File: config.mk
export PLATFORM = sky130hd
export DESIGN_NAME = muldiv_ctrl
export DESIGN_NICKNAME = d
export VERILOG_FILES = /design/src/rtl/muldiv_pkg.sv /design/src/rtl/muldiv_iter.sv /design/src/rtl/muldiv_ctrl.sv
export SDC_FILE = /design/constraint.sdc
export NUM_CORES = 1
export LEC_CHECK = 0
export ABC_AREA = 1
export CAP_MARGIN = 20
export CORE_AREA = 10 10 191 193
export DETAILED_ROUTE_END_ITERATION = 12
export DIE_AREA = 0 0 201 203
export PLACE_DENSITY = 0.69
export SLEW_MARGIN = 5
export SYNTH_ARGS = -nofsm -noshare
export SYNTH_HDL_FRONTEND = slang
export SYNTH_SLANG_ARGS = --single-unit
File: constraint.sdc
create_clock -name clk -period 5.49 [get_ports clk]
set_input_delay 1.098 -clock clk [delete_from_list [all_inputs] [get_ports clk]]
set_output_delay 1.098 -clock clk [all_outputs]
set_load 0.02 [all_outputs]
File: src/rtl/muldiv_pkg.sv
// Shared encodings for the HI/LO multiply/divide sequencer.
package muldiv_pkg;

  localparam logic [2:0] OP_MULT  = 3'd0;
  localparam logic [2:0] OP_MULTU = 3'd1;
  localparam logic [2:0] OP_DIV   = 3'd2;
  localparam logic [2:0] OP_DIVU  = 3'd3;
  localparam logic [2:0] OP_MTHI  = 3'd4;
  localparam logic [2:0] OP_MTLO  = 3'd5;

  typedef enum logic [1:0] {S_IDLE, S_RUN, S_FIX} state_e;

  // Iteration counter width for a given operand width.
  function automatic int unsigned cnt_width(input int unsigned width);
    return $clog2(width);
  endfunction

endpackage

File: src/rtl/muldiv_iter.sv
// One shift-add (multiply) or restoring shift-subtract (divide) step on the accumulator.
// The divide step is only built when MULDIV_DIV_EN is defined.
module muldiv_iter #(
  parameter int unsigned WIDTH = 32
) (
  input  logic [2*WIDTH-1:0] acc,
  input  logic [WIDTH-1:0]   operand,
  input  logic               mode,
  output logic [2*WIDTH-1:0] acc_next
);

  logic [WIDTH:0]     sum;
  logic [2*WIDTH-1:0] mul_next;

  // Multiplier bits sit in the low half and are consumed from bit 0.
  always_comb begin
    sum      = {1'b0, acc[2*WIDTH-1:WIDTH]} + (acc[0] ? {1'b0, operand} : '0);
    mul_next = {sum, acc[WIDTH-1:1]};
  end

`ifdef MULDIV_DIV_EN
  logic [WIDTH:0]     rem_sh;
  logic [WIDTH:0]     diff;
  logic [2*WIDTH-1:0] div_next;

  // Upper half is the partial remainder, low half shifts dividend out and quotient in.
  always_comb begin
    rem_sh = {acc[2*WIDTH-1:WIDTH], acc[WIDTH-1]};
    diff   = rem_sh - {1'b0, operand};
    if (diff[WIDTH]) begin
      div_next = {rem_sh[WIDTH-1:0], acc[WIDTH-2:0], 1'b0};
    end else begin
      div_next = {diff[WIDTH-1:0], acc[WIDTH-2:0], 1'b1};
    end
  end

  assign acc_next = mode ? div_next : mul_next;
`else
  logic unused_mode;
  assign unused_mode = mode;
  assign acc_next    = mul_next;
`endif

endmodule

File: src/rtl/muldiv_ctrl.sv
// Iterative mul/div sequencer owning HI/LO; stalls the core while a result is pending.
// Divide support is compiled in only when MULDIV_DIV_EN is defined.
module muldiv_ctrl
  import muldiv_pkg::*;
#(
  parameter int unsigned WIDTH = 32
) (
  input  logic             clk,
  input  logic             rst,
  input  logic             start,
  input  logic [2:0]       op,
  input  logic [WIDTH-1:0] a,
  input  logic [WIDTH-1:0] b,
  input  logic             rd_req,
  output logic             busy,
  output logic             stall,
  output logic             done,
  output logic [WIDTH-1:0] hi,
  output logic [WIDTH-1:0] lo
);

  localparam int unsigned    CntW    = cnt_width(WIDTH);
  localparam logic [CntW-1:0] CntLast = CntW'(WIDTH - 1);

  state_e             state_q, state_d;
  logic [CntW-1:0]    cnt_q, cnt_d;
  logic [2*WIDTH-1:0] acc_q, acc_d, acc_step;
  logic [WIDTH-1:0]   opnd_q, opnd_d;
  logic [WIDTH-1:0]   hi_q, hi_d, lo_q, lo_d;
  logic               neg_res_q, neg_res_d;
  logic               done_q, done_d;
  logic               iter_mode;

  logic               is_signed, a_neg, b_neg;
  logic [WIDTH-1:0]   a_mag, b_mag;
  logic [2*WIDTH-1:0] prod;

`ifdef MULDIV_DIV_EN
  logic is_div_q, is_div_d, neg_rem_q, neg_rem_d;
  assign iter_mode = is_div_q;
`else
  assign iter_mode = 1'b0;
`endif

  muldiv_iter #(
    .WIDTH(WIDTH)
  ) u_iter (
    .acc     (acc_q),
    .operand (opnd_q),
    .mode    (iter_mode),
    .acc_next(acc_step)
  );

  assign busy  = (state_q != S_IDLE);
  assign stall = busy & (start | rd_req);
  assign done  = done_q;
  assign hi    = hi_q;
  assign lo    = lo_q;

  always_comb begin
    is_signed = (op == OP_MULT) || (op == OP_DIV);
    a_neg     = is_signed & a[WIDTH-1];
    b_neg     = is_signed & b[WIDTH-1];
    a_mag     = a_neg ? -a : a;
    b_mag     = b_neg ? -b : b;
    prod      = neg_res_q ? -acc_q : acc_q;
  end

  always_comb begin
    state_d   = state_q;
    cnt_d     = cnt_q;
    acc_d     = acc_q;
    opnd_d    = opnd_q;
    hi_d      = hi_q;
    lo_d      = lo_q;
    neg_res_d = neg_res_q;
    done_d    = 1'b0;
`ifdef MULDIV_DIV_EN
    is_div_d  = is_div_q;
    neg_rem_d = neg_rem_q;
`endif
    unique case (state_q)
      S_IDLE: begin
        if (start) begin
          if (op == OP_MULT || op == OP_MULTU) begin
            state_d   = S_RUN;
            cnt_d     = '0;
            acc_d     = {{WIDTH{1'b0}}, b_mag};
            opnd_d    = a_mag;
            neg_res_d = a_neg ^ b_neg;
`ifdef MULDIV_DIV_EN
            is_div_d  = 1'b0;
            neg_rem_d = 1'b0;
`endif
          end
`ifdef MULDIV_DIV_EN
          else if (op == OP_DIV || op == OP_DIVU) begin
            is_div_d = 1'b1;
            cnt_d    = '0;
            opnd_d   = b_mag;
            // Zero divisor: result is preloaded raw, FIX applies no correction.
            if (b == '0) begin
              state_d   = S_FIX;
              acc_d     = {a, {WIDTH{1'b1}}};
              neg_res_d = 1'b0;
              neg_rem_d = 1'b0;
            end else begin
              state_d   = S_RUN;
              acc_d     = {{WIDTH{1'b0}}, a_mag};
              neg_res_d = a_neg ^ b_neg;
              neg_rem_d = a_neg;
            end
          end
`endif
          else if (op == OP_MTHI) begin
            hi_d = a;
          end else if (op == OP_MTLO) begin
            lo_d = a;
          end
        end
      end
      S_RUN: begin
        acc_d = acc_step;
        if (cnt_q == CntLast) begin
          state_d = S_FIX;
          cnt_d   = '0;
        end else begin
          cnt_d = cnt_q + CntW'(1);
        end
      end
      S_FIX: begin
        state_d = S_IDLE;
        done_d  = 1'b1;
`ifdef MULDIV_DIV_EN
        if (is_div_q) begin
          lo_d = neg_res_q ? -acc_q[WIDTH-1:0] : acc_q[WIDTH-1:0];
          hi_d = neg_rem_q ? -acc_q[2*WIDTH-1:WIDTH] : acc_q[2*WIDTH-1:WIDTH];
        end else
`endif
        begin
          hi_d = prod[2*WIDTH-1:WIDTH];
          lo_d = prod[WIDTH-1:0];
        end
      end
      default: state_d = S_IDLE;
    endcase
  end

  always_ff @(posedge clk or posedge rst) begin
    if (rst) begin
      state_q   <= S_IDLE;
      cnt_q     <= '0;
      acc_q     <= '0;
      opnd_q    <= '0;
      hi_q      <= '0;
      lo_q      <= '0;
      neg_res_q <= 1'b0;
      done_q    <= 1'b0;
    end else begin
      state_q   <= state_d;
      cnt_q     <= cnt_d;
      acc_q     <= acc_d;
      opnd_q    <= opnd_d;
      hi_q      <= hi_d;
      lo_q      <= lo_d;
      neg_res_q <= neg_res_d;
      done_q    <= done_d;
    end
  end

`ifdef MULDIV_DIV_EN
  always_ff @(posedge clk or posedge rst) begin
    if (rst) begin
      is_div_q  <= 1'b0;
      neg_rem_q <= 1'b0;
    end else begin
      is_div_q  <= is_div_d;
      neg_rem_q <= neg_rem_d;
    end
  end
`endif

endmodule

==> flow_summary_export.csv <==
group,metric,value,unit
synthesis,ys_seq_elements,169,
power,comb_power_share,0.531,
placement,port_buffers,137,
timing,setup_viol,0,
setup_path,critPathLaunchType,"input port",
cts,clkTransAtPathRegs,0.07,ns
synthesis,syn-num-nets,2284,
timing,fin_worst_skew,0.01986,ns
setup_path,crit_fanout,3,
timing,period_needed,3.475,ns
floorplan,die_w,201,um
detailed_routing,drcViolationCount,0,
detailed_routing,wirelength,53.21,mm
power,p_seq_frac,0.301,
synthesis,ys_seq_area_frac,0.3132,
timing,rsz0062_at_grt,"false",
synthesis,syn_area_per_cell,6.208,um2
timing,drv_slew,0,
floorplan,core_area,32450,um2
layout,drive_above_1_share,0.05162,
synthesis,syn_inst,2175,
floorplan,initial_core_util,0.4160,
cts,post_cts_buffers,0,
detailed_routing,routedWlPerCell,19.51,um
setup_path,cp_cell_sequence,"clkdlybuf4s50_1 > nor2_1 > nor2_1 > clkdlybuf4s50_1",
timing,worstMarginPinSlew,1.065,ns
setup_path,crit_path_top_delay_cell,"clkdlybuf4s50_1",
floorplan,die_y,203,um
cts,cts_hold_buf,0,
min_path,min_path_type,"reg -> reg",
setup_path,critPathCaptureType,"output pin",
timing,slew_headroom,0.2898,
global_routing,antenna_found_initial,0,
layout,layout_commonest_cell,"nand2_1",
setup_path,required,4.39,ns
detailed_routing,viasPerCell,5.411,
floorplan,rows,66,
detailed_routing,first_iter_violations,1573,
cts,cts.path.max_buffers,2,
floorplan,num_io_pins,138,
cts,h-tree-depth,4,
setup_path,cp_data_arrival_time,2.38,ns
layout,num_antenna_cells,0,
status,status,"finished, final reports clean",
detailed_routing,vias,14760,
global_routing,grt_pass1_wl,80.91,mm
power,peakVddDrop,0.0002180,V
timing,timing.fmax,287.8,MHz
power,leakage,0.007552,uW
global_routing,grt_util_all_layers,0.2532,
timing,post-route-period-util,0.6329,
layout,filler_cell_count,3414,
power,p_sw,3858,uW
cts,cts_root_buf,"clkbuf_16",
synthesis,synth_area,13500,um2
synthesis,synth_warnings,0,
global_routing,first_global_vias,13990,
layout,layout_common_cells,"nand2_1 (577), nor2_1 (351), inv_1 (257), nand3_1 (209), o21ai_0 (176)",
setup_path,cp_slowest_stage_delay,0.62,ns
power,power.density,480.1,nW/um2
cts,clock_sinks,169,
cts,worstSkewPairLatency,0.46,ns
power,p_total,7604,uW
timing,hold_viol,0,
placement,gp_congestion,0.9776,
cts,ctsResizeCount,0,
synthesis,ys_types,49,
placement,dpl.hpwl,42.16,mm
global_routing,grt_overflow,0,
global_routing,grt_max_degree,170,
layout,final_core_util,0.4880,
layout,area_growth,17.29,%
job,cap_violations,0,
setup_path,path_class,"in -> out",
power,internal_power,3746,uW
power,swShare,0.5073,
cts,tritoncts,"yes",
detailed_routing,ant_nets,0,
floorplan,dieArea,40800,um2
power,p_clk_frac,0.167,
detailed_routing,dr.pass1.iters,6,
timing,tns,0,ns
cts,numCtsBuffers,17,
layout,nets,2382,
==> state kept, by name, summed over array words and instances, names as in the netlist <==
signal / flops
acc_q: 64
hi: 32
lo: 32
opnd_q: 32
cnt_q: 5
state_q: 2
done: 1
neg_res_q: 1
==> path summary, 6_finish.rpt <==
path                                   to  slack [ns]      from  cells after the start
min in group asynchronous        acc_q[1]        1.26       rst                      3
worst max register to register  acc_q[55]        2.33  acc_q[0]                     16
worst max-delay path                stall        2.02     start                      4
max in group asynchronous       neg_res_q        3.53       rst                      3
worst min register to register      lo[0]        0.49     lo[0]                      2
worst min-delay path                lo[0]        0.49     lo[0]                      2
==> worst max-delay path, delay by kind of cell <==
kind                   cells  cell delay [ns]
buffers and inverters      2             1.12
AND/OR/NAND/NOR            2             0.15
==> routing by layer <==
layer	vias up	wire length, um	GRT usage
met5	-	0	0
met1	6897	22360	0.3193
met4	0	1897	0.1001
met3	85	3219	0.02675
li1	7211	-	-
met2	569	25740	0.4353
==> synth_stat cells, drive strengths merged <==
master,number,area share
nor3,14,0.0052
and2,3,0.0014
nor4,3,0.0014
clkbuf,34,0.0097
or2,7,0.0032
o41ai,2,0.0024
o22ai,12,0.0056
nand3b,4,0.0022
nand3,216,0.084
xnor2,1,0.00065
fa,1,0.0015
nand4,32,0.015
a31oi,15,0.0070
o211ai,6,0.0033
buf,34,0.014
nor2,368,0.11
ha,37,0.034
clkinv,2,0.0010
xor2,25,0.016
o21ai,193,0.074
o2bb2ai,1,0.00065
a21oi,122,0.046
a22oi,2,0.0011
a21boi,1,0.00056
o21bai,1,0.00056
nand2,595,0.17
dfrtp,169,0.31
a22o,1,0.00065
o31ai,2,0.0011
inv,270,0.075
o21a,1,0.00056
o221ai,1,0.00065
==> stage by stage <==
stage | setup slack [ns] | hold slack (ns) | instance area (um2) | instances
after floorplan | 2.237 | 0.4492 | 13510 | 2175
after global placement | 2.007 | 0.4653 | 15210 | 2695
after detailed placement | 1.927 | 0.4662 | 15210 | 2695
after CTS | 2.018 | 0.4874 | 15820 | 2727
after global routing | 2.002 | 0.5107 | 15840 | 2728
final | 2.015 | 0.4854 | 15840 | 2728
==> layout make-up <==
class	count	area (um2)	share of cell area
clock buffer	17	425.4	0.02686
clock inverter	15	182.7	0.01154
inverter	272	1031	0.06510
multi-input combinational	1666	7943	0.5015
sequential	169	4230	0.2671
tap	442	553.0	0.03492
timing repair buffer	147	1471	0.09291
==> power by group through the flow <==
| stage | sequential [uW] | clock (uW) | combinational (uW) |
|---|---|---|---|
| after floorplan | 2300 | 0 | 2460 |
| final | 2290 | 1270 | 4040 |
| after global routing | 2350 | 1330 | 4470 |
| after detailed placement | 2290 | 0 | 3980 |
| after CTS | 2270 | 1280 | 4000 |
| after global placement | 2290 | 0 | 3930 |
==> logic make-up after synthesis <==
group                      after synthesis  share of synthesized area
AOI/OAI and AO/OA                      360                     0.1442
xor gates and xnor gates                26                    0.01687
buffers and inverters                  340                    0.09934
DFF                                    169                     0.3132
adders and majority gates               38                    0.03577
and+or+nand+nor                       1242                     0.3906
(Power assumes the default switching activity.)
